`src/rtl/graphic_pkg.sv`:
```
`default_nettype none
// ============================================================================
// Module   : graphic_pkg
// Purpose  : Lane codes, start positions, end thresholds and move direction
//            shared by the play-screen note sequencing blocks.
// Revision : 1.0
// ============================================================================
package graphic_pkg;

  localparam logic [1:0] LANE_R = 2'd0;
  localparam logic [1:0] LANE_G = 2'd1;
  localparam logic [1:0] LANE_B = 2'd2;
  localparam logic [1:0] LANE_Y = 2'd3;

  localparam int START_R = 0;
  localparam int START_G = 479;
  localparam int START_B = 639;
  localparam int START_Y = 0;

  localparam int R_END_DEF = 240;
  localparam int G_END_DEF = 240;
  localparam int B_END_DEF = 320;
  localparam int Y_END_DEF = 320;

  typedef enum logic {
    INC = 1'b0,
    DEC = 1'b1
  } dir_e;

endpackage
`default_nettype wire

```
`src/rtl/note_scheduler_if.sv`:
```
`default_nettype none
// ============================================================================
// Module   : note_scheduler_if
// Purpose  : Spawn handshake, judge pulses and position/go buses between the
//            chart player, the note scheduler and the graphic block.
// Revision : 1.0
// ============================================================================
interface note_scheduler_if;

  logic       run;
  logic       frame_tick;
  logic       spawn_valid;
  logic [1:0] spawn_lane;
  logic       spawn_ready;
  logic [3:0] hit;
  logic [3:0] hit_ok;
  logic [3:0] miss;
  logic [9:0] raddy, gaddy, baddx, yaddx;
  logic       rgo, ggo, bgo, ygo;
  logic [9:0] r2addy, g2addy, b2addx, y2addx;
  logic       r2go, g2go, b2go, y2go;

  modport master (
    output run, frame_tick, spawn_valid, spawn_lane, hit,
    input  spawn_ready, hit_ok, miss,
    input  raddy, gaddy, baddx, yaddx, rgo, ggo, bgo, ygo,
    input  r2addy, g2addy, b2addx, y2addx, r2go, g2go, b2go, y2go
  );

  modport slave (
    input  run, frame_tick, spawn_valid, spawn_lane, hit,
    output spawn_ready, hit_ok, miss,
    output raddy, gaddy, baddx, yaddx, rgo, ggo, bgo, ygo,
    output r2addy, g2addy, b2addx, y2addx, r2go, g2go, b2go, y2go
  );

endinterface
`default_nettype wire

```
`src/rtl/note_scheduler_lane.sv`:
```
`default_nettype none
// ============================================================================
// Module   : note_lane
// Purpose  : One lane of falling notes: two slots, oldest pointer, hit/miss.
// Revision : 1.0
// ============================================================================
module note_lane
  import graphic_pkg::*;
#(
  parameter int   START = 0,
  parameter int   END   = 240,
  parameter dir_e DIR   = INC,
  parameter int   SPEED = 2
) (
  input  logic       clk,
  input  logic       rst,
  input  logic       i_run,
  input  logic       i_frame_tick,
  input  logic       i_spawn_valid,
  input  logic       i_hit,
  output logic       o_spawn_ready,
  output logic       o_hit_ok,
  output logic       o_miss,
  output logic [9:0] o_pos0,
  output logic [9:0] o_pos1,
  output logic       o_go0,
  output logic       o_go1
);

  localparam logic [10:0] c_speed = 11'(SPEED);
  localparam logic [10:0] c_end   = 11'(END);
  localparam logic [9:0]  c_start = 10'(START);

  logic [9:0]  r_pos [2];
  logic [1:0]  r_go;
  logic        r_oldest;
  logic        r_hit_ok;
  logic        r_miss;

  logic [9:0]  w_nxt_pos [2];
  logic [10:0] w_adv [2];
  logic [1:0]  w_nxt_go, w_hit_ret, w_miss, w_at_end, w_surv;
  logic        w_accept, w_spawn_slot, w_hit_slot, w_nxt_oldest;

  assign o_spawn_ready = i_run & ~(&r_go);
  assign w_accept      = i_spawn_valid & o_spawn_ready;
  assign w_spawn_slot  = r_go[0];
  // Pointer only goes stale when the lane is empty; fall back to the live slot.
  assign w_hit_slot    = r_go[r_oldest] ? r_oldest : ~r_oldest;

  always_comb begin
    w_nxt_go  = r_go;
    w_hit_ret = '0;
    w_miss    = '0;
    w_at_end  = '0;
    for (int s = 0; s < 2; s++) begin
      w_nxt_pos[s] = r_pos[s];
      if (DIR == INC) begin
        w_adv[s]    = {1'b0, r_pos[s]} + c_speed;
        w_at_end[s] = (w_adv[s] >= c_end);
      end else begin
        w_adv[s]    = {1'b0, r_pos[s]} - c_speed;
        w_at_end[s] = ({1'b0, r_pos[s]} <= c_end + c_speed);
      end
      w_hit_ret[s] = i_hit & r_go[s] & (w_hit_slot == 1'(s));
      if (w_hit_ret[s]) begin
        w_nxt_go[s]  = 1'b0;
        w_nxt_pos[s] = c_start;
      end else if (r_go[s] & i_frame_tick) begin
        if (w_at_end[s]) begin
          w_miss[s]    = 1'b1;
          w_nxt_go[s]  = 1'b0;
          w_nxt_pos[s] = c_start;
        end else begin
          w_nxt_pos[s] = w_adv[s][9:0];
        end
      end
    end
    w_surv = r_go & w_nxt_go;
    // Spawn lands in a slot that was free before the edge, so it never moves.
    if (w_accept) begin
      w_nxt_go[w_spawn_slot]  = 1'b1;
      w_nxt_pos[w_spawn_slot] = c_start;
    end
  end

  always_comb begin
    w_nxt_oldest = r_oldest;
    if (!w_surv[r_oldest]) begin
      if (w_surv[~r_oldest]) begin
        w_nxt_oldest = ~r_oldest;
      end else if (w_accept) begin
        w_nxt_oldest = w_spawn_slot;
      end
    end
  end

  always_ff @(posedge clk) begin
    if (rst || !i_run) begin
      r_go     <= '0;
      r_pos[0] <= c_start;
      r_pos[1] <= c_start;
      r_oldest <= 1'b0;
      r_hit_ok <= 1'b0;
      r_miss   <= 1'b0;
    end else begin
      r_go     <= w_nxt_go;
      r_pos[0] <= w_nxt_pos[0];
      r_pos[1] <= w_nxt_pos[1];
      r_oldest <= w_nxt_oldest;
      r_hit_ok <= i_hit & (|r_go);
      r_miss   <= |w_miss;
    end
  end

  assign o_pos0   = r_pos[0];
  assign o_pos1   = r_pos[1];
  assign o_go0    = r_go[0];
  assign o_go1    = r_go[1];
  assign o_hit_ok = r_hit_ok;
  assign o_miss   = r_miss;

endmodule
`default_nettype wire

```
`src/rtl/note_scheduler.sv`:
```
`default_nettype none
// ============================================================================
// Module   : note_scheduler
// Purpose  : Four-lane falling-note sequencer feeding the graphic datapath.
// Revision : 1.0
// ============================================================================
module note_scheduler
  import graphic_pkg::*;
#(
  parameter int SPEED = 2,
  parameter int R_END = R_END_DEF,
  parameter int G_END = G_END_DEF,
  parameter int B_END = B_END_DEF,
  parameter int Y_END = Y_END_DEF
) (
  input  logic             PCK,
  input  logic             RST,
  note_scheduler_if.slave  bus
);

  logic [3:0] w_valid, w_ready, w_hit_ok, w_miss;

  assign w_valid         = bus.spawn_valid ? (4'b0001 << bus.spawn_lane) : 4'b0000;
  assign bus.spawn_ready = w_ready[bus.spawn_lane];
  assign bus.hit_ok      = w_hit_ok;
  assign bus.miss        = w_miss;

  note_lane #(.START(START_R), .END(R_END), .DIR(INC), .SPEED(SPEED)) u_lane_r (
    .clk(PCK), .rst(RST), .i_run(bus.run), .i_frame_tick(bus.frame_tick),
    .i_spawn_valid(w_valid[LANE_R]), .i_hit(bus.hit[LANE_R]),
    .o_spawn_ready(w_ready[LANE_R]), .o_hit_ok(w_hit_ok[LANE_R]), .o_miss(w_miss[LANE_R]),
    .o_pos0(bus.raddy), .o_pos1(bus.r2addy), .o_go0(bus.rgo), .o_go1(bus.r2go)
  );

  note_lane #(.START(START_G), .END(G_END), .DIR(DEC), .SPEED(SPEED)) u_lane_g (
    .clk(PCK), .rst(RST), .i_run(bus.run), .i_frame_tick(bus.frame_tick),
    .i_spawn_valid(w_valid[LANE_G]), .i_hit(bus.hit[LANE_G]),
    .o_spawn_ready(w_ready[LANE_G]), .o_hit_ok(w_hit_ok[LANE_G]), .o_miss(w_miss[LANE_G]),
    .o_pos0(bus.gaddy), .o_pos1(bus.g2addy), .o_go0(bus.ggo), .o_go1(bus.g2go)
  );

  note_lane #(.START(START_B), .END(B_END), .DIR(DEC), .SPEED(SPEED)) u_lane_b (
    .clk(PCK), .rst(RST), .i_run(bus.run), .i_frame_tick(bus.frame_tick),
    .i_spawn_valid(w_valid[LANE_B]), .i_hit(bus.hit[LANE_B]),
    .o_spawn_ready(w_ready[LANE_B]), .o_hit_ok(w_hit_ok[LANE_B]), .o_miss(w_miss[LANE_B]),
    .o_pos0(bus.baddx), .o_pos1(bus.b2addx), .o_go0(bus.bgo), .o_go1(bus.b2go)
  );

  note_lane #(.START(START_Y), .END(Y_END), .DIR(INC), .SPEED(SPEED)) u_lane_y (
    .clk(PCK), .rst(RST), .i_run(bus.run), .i_frame_tick(bus.frame_tick),
    .i_spawn_valid(w_valid[LANE_Y]), .i_hit(bus.hit[LANE_Y]),
    .o_spawn_ready(w_ready[LANE_Y]), .o_hit_ok(w_hit_ok[LANE_Y]), .o_miss(w_miss[LANE_Y]),
    .o_pos0(bus.yaddx), .o_pos1(bus.y2addx), .o_go0(bus.ygo), .o_go1(bus.y2go)
  );

endmodule
`default_nettype wire

```
`src/flat_wrapper.sv`:
```
// flat-port wrapper written by rule: the top's interface ports become plain ports
module note_scheduler_flat import graphic_pkg::*;
#(
  parameter int SPEED = 2,
  parameter int R_END = R_END_DEF,
  parameter int G_END = G_END_DEF,
  parameter int B_END = B_END_DEF,
  parameter int Y_END = Y_END_DEF
)
  (PCK, RST, bus_run, bus_frame_tick, bus_spawn_valid, bus_spawn_lane, bus_hit, bus_spawn_ready, bus_hit_ok, bus_miss, bus_raddy, bus_gaddy, bus_baddx, bus_yaddx, bus_rgo, bus_ggo, bus_bgo, bus_ygo, bus_r2addy, bus_g2addy, bus_b2addx, bus_y2addx, bus_r2go, bus_g2go, bus_b2go, bus_y2go);
  note_scheduler_if bus_i ();
  input  logic PCK;
  input  logic RST;
  input wire logic [$bits(bus_i.run)-1:0] bus_run;
  input wire logic [$bits(bus_i.frame_tick)-1:0] bus_frame_tick;
  input wire logic [$bits(bus_i.spawn_valid)-1:0] bus_spawn_valid;
  input wire logic [$bits(bus_i.spawn_lane)-1:0] bus_spawn_lane;
  input wire logic [$bits(bus_i.hit)-1:0] bus_hit;
  output wire logic [$bits(bus_i.spawn_ready)-1:0] bus_spawn_ready;
  output wire logic [$bits(bus_i.hit_ok)-1:0] bus_hit_ok;
  output wire logic [$bits(bus_i.miss)-1:0] bus_miss;
  output wire logic [$bits(bus_i.raddy)-1:0] bus_raddy;
  output wire logic [$bits(bus_i.gaddy)-1:0] bus_gaddy;
  output wire logic [$bits(bus_i.baddx)-1:0] bus_baddx;
  output wire logic [$bits(bus_i.yaddx)-1:0] bus_yaddx;
  output wire logic [$bits(bus_i.rgo)-1:0] bus_rgo;
  output wire logic [$bits(bus_i.ggo)-1:0] bus_ggo;
  output wire logic [$bits(bus_i.bgo)-1:0] bus_bgo;
  output wire logic [$bits(bus_i.ygo)-1:0] bus_ygo;
  output wire logic [$bits(bus_i.r2addy)-1:0] bus_r2addy;
  output wire logic [$bits(bus_i.g2addy)-1:0] bus_g2addy;
  output wire logic [$bits(bus_i.b2addx)-1:0] bus_b2addx;
  output wire logic [$bits(bus_i.y2addx)-1:0] bus_y2addx;
  output wire logic [$bits(bus_i.r2go)-1:0] bus_r2go;
  output wire logic [$bits(bus_i.g2go)-1:0] bus_g2go;
  output wire logic [$bits(bus_i.b2go)-1:0] bus_b2go;
  output wire logic [$bits(bus_i.y2go)-1:0] bus_y2go;
  assign bus_i.run = bus_run;
  assign bus_i.frame_tick = bus_frame_tick;
  assign bus_i.spawn_valid = bus_spawn_valid;
  assign bus_i.spawn_lane = bus_spawn_lane;
  assign bus_i.hit = bus_hit;
  assign bus_spawn_ready = bus_i.spawn_ready;
  assign bus_hit_ok = bus_i.hit_ok;
  assign bus_miss = bus_i.miss;
  assign bus_raddy = bus_i.raddy;
  assign bus_gaddy = bus_i.gaddy;
  assign bus_baddx = bus_i.baddx;
  assign bus_yaddx = bus_i.yaddx;
  assign bus_rgo = bus_i.rgo;
  assign bus_ggo = bus_i.ggo;
  assign bus_bgo = bus_i.bgo;
  assign bus_ygo = bus_i.ygo;
  assign bus_r2addy = bus_i.r2addy;
  assign bus_g2addy = bus_i.g2addy;
  assign bus_b2addx = bus_i.b2addx;
  assign bus_y2addx = bus_i.y2addx;
  assign bus_r2go = bus_i.r2go;
  assign bus_g2go = bus_i.g2go;
  assign bus_b2go = bus_i.b2go;
  assign bus_y2go = bus_i.y2go;
  note_scheduler #(.SPEED(SPEED), .R_END(R_END), .G_END(G_END), .B_END(B_END), .Y_END(Y_END)) u_core (.PCK(PCK), .RST(RST), .bus(bus_i));
endmodule
```
`config.mk`:
```
export PLATFORM = sky130hd
export DESIGN_NAME = note_scheduler_flat
export DESIGN_NICKNAME = d
export VERILOG_FILES = /design/src/rtl/graphic_pkg.sv /design/src/rtl/note_scheduler_if.sv /design/src/rtl/note_scheduler_lane.sv /design/src/rtl/note_scheduler.sv /design/src/flat_wrapper.sv
export SDC_FILE = /design/constraint.sdc
export NUM_CORES = 1
export LEC_CHECK = 0
export CAP_MARGIN = 15
export CORE_MARGIN = 5
export CORE_UTILIZATION = 45
export CTS_CLUSTER_DIAMETER = 30
export CTS_CLUSTER_SIZE = 24
export DETAILED_ROUTE_END_ITERATION = 10
export HOLD_SLACK_MARGIN = 0.12
export PLACE_DENSITY = 0.73
export SYNTH_ARGS = -nofsm -noshare
export SYNTH_HDL_FRONTEND = slang
export SYNTH_SLANG_ARGS = --single-unit
```
`constraint.sdc`:
```
create_clock -name PCK -period 6.9 [get_ports PCK]
set_clock_uncertainty 0.2 [all_clocks]
set_input_delay 1.38 -clock PCK [delete_from_list [all_inputs] [get_ports PCK]]
set_output_delay 1.38 -clock PCK [all_outputs]
set_load 0.02 [all_outputs]
```
==> results.sh, run 1 <==
export IMPL_ir_drop_v=0.0000806
export IMPL_fill_cells=963
export IMPL_cts_made_buffers=9
export IMPL_synth_enable_flop_cells=0
export IMPL_routedWlPerCell_um=14.0
export IMPL_critPathMaxFanout=6
export IMPL_outcome="complete, no violations"
export IMPL_syn_inst=555
export IMPL_dr_pass1_iters=4
export IMPL_die_area_um2=12600
export IMPL_synth_top_family_by_area="simple AND/OR/NAND/NOR gates"
export IMPL_synthMuxAreaShare=0
export IMPL_grt_use_total=0.174
export IMPL_initial_core_util=0.459
export IMPL_synth_area_per_cell_um2=8.46
export IMPL_reg2reg_depth=6
export IMPL_cp_slowest_stage_delay_ns=0.61
export IMPL_grt_overflow=0
export IMPL_yosys_area_share_simple=0.268
export IMPL_antenna_found_initial=0
export IMPL_multiInputGateArea_um2=2480
export IMPL_cts_buffer_depth=2
export IMPL_post_route_util=0.587
export IMPL_yosysWarnings=0
export IMPL_worstSkewPairLatency_ns=0.36
export IMPL_synth_xor_area_frac=0.106
export IMPL_ys_types=57
export IMPL_ioPinCount=108
export IMPL_worst_pin_slew_ns=0.818
export IMPL_p_leak_uw=0.00215
export IMPL_ys_seq_area_frac=0.427
export IMPL_htree_num_levels=3
export IMPL_grt_max_degree=28
export IMPL_worstSetupPathType="in -> out"
export IMPL_maxSlewHeadroom=0.451
export IMPL_postCtsHoldBufs=0
export IMPL_period_share=0.678
export IMPL_worstSetupStartpointType="input port"
export IMPL_die_h_um=112
export IMPL_fin_tns_setup_ns=0
export IMPL_final_cell_mix="clkdlybuf4s50_1 (107), dfxtp_1 (100), nand2_1 (72)"
export IMPL_mostFrequentLayoutCell="clkdlybuf4s50_1"
export IMPL_crit_chain="clkdlybuf4s50_1 -> a21boi_0 -> o21ai_0 -> o21ai_0 -> and2_1 -> clkdlybuf4s50_1"
export IMPL_grt_pass1_vias=4041
export IMPL_ys_ff_latch=100
export IMPL_post_route_cells_drive_above_1_share=0.0364
export IMPL_final_setup_viol_count=0
export IMPL_clk_pin_slew_worst_paths_ns=0.09
export IMPL_drv_cap=0
export IMPL_yosys_most_used_dff="dfxtp_1"
export IMPL_cts_setup_buffers=0
export IMPL_yosysTopAreaCell="dfxtp_1"
export IMPL_worstHoldPathType="reg -> reg"
export IMPL_hold_path_depth=2
export IMPL_cts_root_buf="clkbuf_8"
export IMPL_total_power_uw=967
export IMPL_numPortBuffers=107
export IMPL_crit_slowest_cell="clkdlybuf4s50_1"
export IMPL_grt_pass1_wl_mm=18.5
export IMPL_crit_family="buffers and inverters"
export IMPL_avgViaCountPerCell=5.30
export IMPL_syn_num_nets=574
export IMPL_rsz0062_at_grt="false"
export IMPL_rows=37
export IMPL_cts_sinks=100
export IMPL_min_period_ns=4.68
export IMPL_ctsResizeCount=0
export IMPL_synth_top_area_share=0.427
export IMPL_synth_fa_ha_area_frac=0.0213
export IMPL_area_growth_pct=28.0
export IMPL_ys_async_sr_fraction=0
export IMPL_path_buf_inv=2
export IMPL_die_width_um=112
export IMPL_cp_required_ns=5.32
export IMPL_regArea_um2=2000
export IMPL_core_um2=10200
export IMPL_nNetsFinal=673
export IMPL_place_congestion=0.847
export IMPL_synth_area_top_cells="dfxtp_1 (43%), nand2_1 (5.8%), xnor2_1 (5.4%), xor2_1 (5.2%), nor2_1 (4.8%)"
export IMPL_n_antenna_cell=0
export IMPL_ant_nets=0
export IMPL_pwr_density_cell_nw_per_um2=161
export IMPL_wl_mm=11.1
export IMPL_route_vias_total=4215
export IMPL_drc=0
export IMPL_fmax_mhz=214
export IMPL_drt_iter0_drc=215
export IMPL_reg2reg_slack_ns=4.50
export IMPL_critPathCaptureType="output port"
export IMPL_synth_compound_area_share=0.132
export IMPL_critical_path_arrival_ns=3.10
export IMPL_hold_viol=0
export IMPL_finalMaxSlewViolations=0
export IMPL_worst_path_stages=6
export IMPL_hpwl_mm=8.36
export IMPL_cts_tree="built"
export IMPL_syn_cell_area_um2=4690
==> worst paths after layout <==
| path | from | end |
|---|---|---|
| worst min-delay path | u_core.u_lane_r.r_pos[0][10]$_SDFF_PP0_ | u_core.u_lane_r.r_pos[0][10]$_SDFF_PP0_ |
| worst min register to register | u_core.u_lane_r.r_pos[0][10]$_SDFF_PP0_ | u_core.u_lane_r.r_pos[0][10]$_SDFF_PP0_ |
| worst max-delay path | bus_spawn_lane[0] | bus_spawn_ready |
| worst max register to register | u_core.u_lane_r.r_pos[0][11]$_SDFF_PP0_ | u_core.u_lane_r.r_go[1]$_SDFF_PP0_ |
==> area by class of cell <==
class | count | area share
clock buffer | 12 | 0.0258
clock inverter | 4 | 0.00542
inverter | 24 | 0.0150
multi-input combinational | 411 | 0.413
sequential | 100 | 0.333
tap | 136 | 0.0283
timing repair buffer | 108 | 0.180
==> worst min-delay path, delay by kind of cell (launching register included) <==
family / cells / cell delay, ns
AND/OR/NAND/NOR: 1 / 0.03
buffers and inverters: 1 / 0.05
flip-flops: 1 / 0.32
==> metrics by stage <==
| step | area [um2] | hold WS (ns) | instances | setup WS [ns] |
|---|---|---|---|---|
| after floorplan | 4690 | 0.306 | 555 | 3.42 |
| after global placement | 5820 | 0.215 | 779 | 2.27 |
| after detailed placement | 5820 | 0.220 | 779 | 2.22 |
| after CTS | 6010 | 0.235 | 795 | 2.21 |
| after global routing | 6010 | 0.267 | 795 | 2.11 |
| final | 6010 | 0.230 | 795 | 2.22 |
==> sequential cells by signal, indices dropped and copies added, names as in the netlist, 2 cells and up <==
name                   count
u_core.u_lane_g.r_pos     20
u_core.u_lane_r.r_go       2
u_core.u_lane_r.r_pos     20
u_core.u_lane_y.r_go       2
u_core.u_lane_y.r_pos     20
u_core.u_lane_b.r_go       2
u_core.u_lane_g.r_go       2
u_core.u_lane_b.r_pos     20
==> synthesized netlist by cell type (all sizes together), types with 14 or more instances <==
library cell / count
and3: 15
nor3: 26
xor2: 28
dfxtp: 100
xnor2: 29
o21ai: 14
nand3: 17
nand2: 72
nor2: 60
inv: 24
a21oi: 21
==> power by group <==
part           internal (uW)  total (uW)  switching, uW
Combinational           12.5        34.2           21.7
Clock                    153         354            201
Sequential               577         579           1.24
==> kinds of logic (layout without fill, tap and decap cells) <==
kind of cell / after synthesis / in the layout
xor+xnor: 57 / 57
compound gates: 90 / 90
simple gates: 256 / 256
flops: 100 / 100
buf+inv: 44 / 148
fa+ha+maj: 8 / 8
==> metal layers <==
| metal | GRT usage | part of all wire |
|---|---|---|
| met1 | 0.214 | 0.45 |
| met2 | 0.289 | 0.47 |
| met3 | 0.0458 | 0.056 |
| met4 | 0.0697 | 0.020 |
| met5 | 0 | 0 |
No activity file was read; power rests on OpenSTA's default activity.
==> inputs of run 2 (changes only) <==
Settings changed: PLACE_DENSITY 0.73 to 0.76.
Clock period 6.9 ns to 3.97 ns, I/O delays scaled along.
==> run 2 against run 1 <==
Against the previous run: power rose by 74%; clock-buffer cell count increased by 1; utilization is 0.23 points higher; global-route usage rose by 0.88 points.
==> results.sh, run 2 (synthesized netlist as in run 1, its figures left out) <==
export IMPL_cts_buffer_depth=2
export IMPL_cts_tree="built"
export IMPL_drc=0
export IMPL_worstSetupPathType="in -> out"
export IMPL_ant_nets=0
export IMPL_routedWlPerCell_um=14.3
export IMPL_area_growth_pct=28.5
export IMPL_finalMaxSlewViolations=0
export IMPL_avgViaCountPerCell=5.33
export IMPL_wl_mm=11.4
export IMPL_critical_path_arrival_ns=2.48
export IMPL_hp_start="u_core.u_lane_r.r_pos[0][10]$_SDFF_PP0_"
export IMPL_final_cell_mix="clkdlybuf4s50_1 (107), dfxtp_1 (100), nand2_1 (72)"
export IMPL_outcome="complete, no violations"
export IMPL_postLayoutCellArea_um2=6030
export IMPL_die_width_um=112
export IMPL_cts_root_buf="clkbuf_8"
export IMPL_drt_iter0_drc=248
export IMPL_critPathMaxFanout=6
export IMPL_p_leak_uw=0.00217
export IMPL_cp_required_ns=2.98
export IMPL_hold_viol=0
export IMPL_rows=37
export IMPL_postCtsHoldBufs=0
export IMPL_grt_max_degree=16
export IMPL_critPathCaptureType="output port"
export IMPL_nNetsFinal=676
export IMPL_final_setup_viol_count=0
export IMPL_maxSlewHeadroom=0.551
export IMPL_clk_pin_slew_worst_paths_ns=0.08
export IMPL_min_period_ns=3.48
export IMPL_r2r_start="u_core.u_lane_r.r_pos[0][11]$_SDFF_PP0_"
export IMPL_post_route_cells_drive_above_1_share=0.0408
export IMPL_cts_sinks=100
export IMPL_hold_path_depth=2
export IMPL_core_um2=10200
export IMPL_fill_cells=903
export IMPL_pwr_density_cell_nw_per_um2=279
export IMPL_drv_cap=0
export IMPL_grt_use_total=0.182
export IMPL_reg2reg_slack_ns=1.59
export IMPL_total_power_uw=1680
export IMPL_rsz0062_at_grt="false"
export IMPL_reg2reg_depth=7
export IMPL_cts_made_buffers=9
export IMPL_grt_overflow=0
export IMPL_fin_tns_setup_ns=0
export IMPL_cts_setup_buffers=0
export IMPL_period_share=0.876
export IMPL_htree_num_levels=3
export IMPL_grt_pass1_wl_mm=19.3
export IMPL_grt_pass1_vias=4140
export IMPL_worst_pin_slew_ns=0.671
export IMPL_worstHoldPathType="reg -> reg"
export IMPL_ir_drop_v=0.000183
export IMPL_holdPathEnd="u_core.u_lane_r.r_pos[0][10]$_SDFF_PP0_"
export IMPL_ctsResizeCount=0
export IMPL_worstReg2RegEnd="u_core.u_lane_r.r_pos[0][17]$_SDFF_PP0_"
export IMPL_ioPinCount=108
export IMPL_worstSetupStartpointType="input port"
export IMPL_fmax_mhz=287
export IMPL_hpwl_mm=8.61
export IMPL_placed_cell_area_um2=5840
export IMPL_numPortBuffers=107
export IMPL_route_vias_total=4257
export IMPL_place_congestion=0.853
export IMPL_die_area_um2=12600
export IMPL_dr_pass1_iters=4
export IMPL_mostFrequentLayoutCell="clkdlybuf4s50_1"
export IMPL_n_antenna_cell=0
export IMPL_initial_core_util=0.459
export IMPL_worstSkewPairLatency_ns=0.36
export IMPL_antenna_found_initial=0
export IMPL_die_h_um=112
## run 2: where the power goes
part / internal [uW] / total [uW] / switching [uW] / leakage (uW)
combinational: 23.7 / 63.5 / 39.8 / 0.00127
clock: 279 / 615 / 337 / 0.0000917
sequential: 1000 / 1010 / 2.19 / 0.000807
## run 2: final cells by class
cell class / instances / area, um2 / area share
multi-input combinational: 411 / 2480 / 0.411
clock buffer: 13 / 169 / 0.0280
tap: 136 / 170 / 0.0282
clock inverter: 3 / 20.0 / 0.00332
sequential: 100 / 2000 / 0.332
inverter: 24 / 90.1 / 0.0149
timing repair buffer: 111 / 1100 / 0.183
## run 2: worst max-delay path: stages
cell and delay (ns):
clkdlybuf4s50_1 0.57, a21boi_0 0.20, o21ai_0 0.10, o21ai_0 0.07, and2_1 0.15, clkdlybuf4s50_1 0.60
## run 2: through the flow
step                worst slack [ns]  hold WS (ns)  instances  utilization
floorplan                       1.53         0.306        555            -
global placement               0.562         0.216        782        0.571
detailed placement             0.484         0.217        782        0.571
CTS                            0.472         0.231        798        0.589
global route                   0.335         0.260        798        0.589
finish                         0.491         0.229        798        0.589
## run 2: layer usage
layer / wire (um) / part of all wire / track usage
met4: 78 / 0.0068 / 0.0473
met1: 4930 / 0.43 / 0.210
met3: 560 / 0.049 / 0.0523
met5: 0 / 0 / 0
met2: 5870 / 0.51 / 0.331
## run 2: how the worst max path moves through the flow
stage / from / endpoint / slack [ns] / cells past startpoint
global placement: bus_spawn_lane[0] / bus_spawn_ready / 0.56 / 6
floorplan: bus_frame_tick / u_core.u_lane_g.r_pos[0][2]$_SDFF_PP1_ / 1.53 / 7
CTS: bus_spawn_lane[0] / bus_spawn_ready / 0.47 / 6
detailed placement: bus_spawn_lane[0] / bus_spawn_ready / 0.48 / 6
global route: bus_spawn_lane[0] / bus_spawn_ready / 0.33 / 6
finish: bus_spawn_lane[0] / bus_spawn_ready / 0.49 / 6
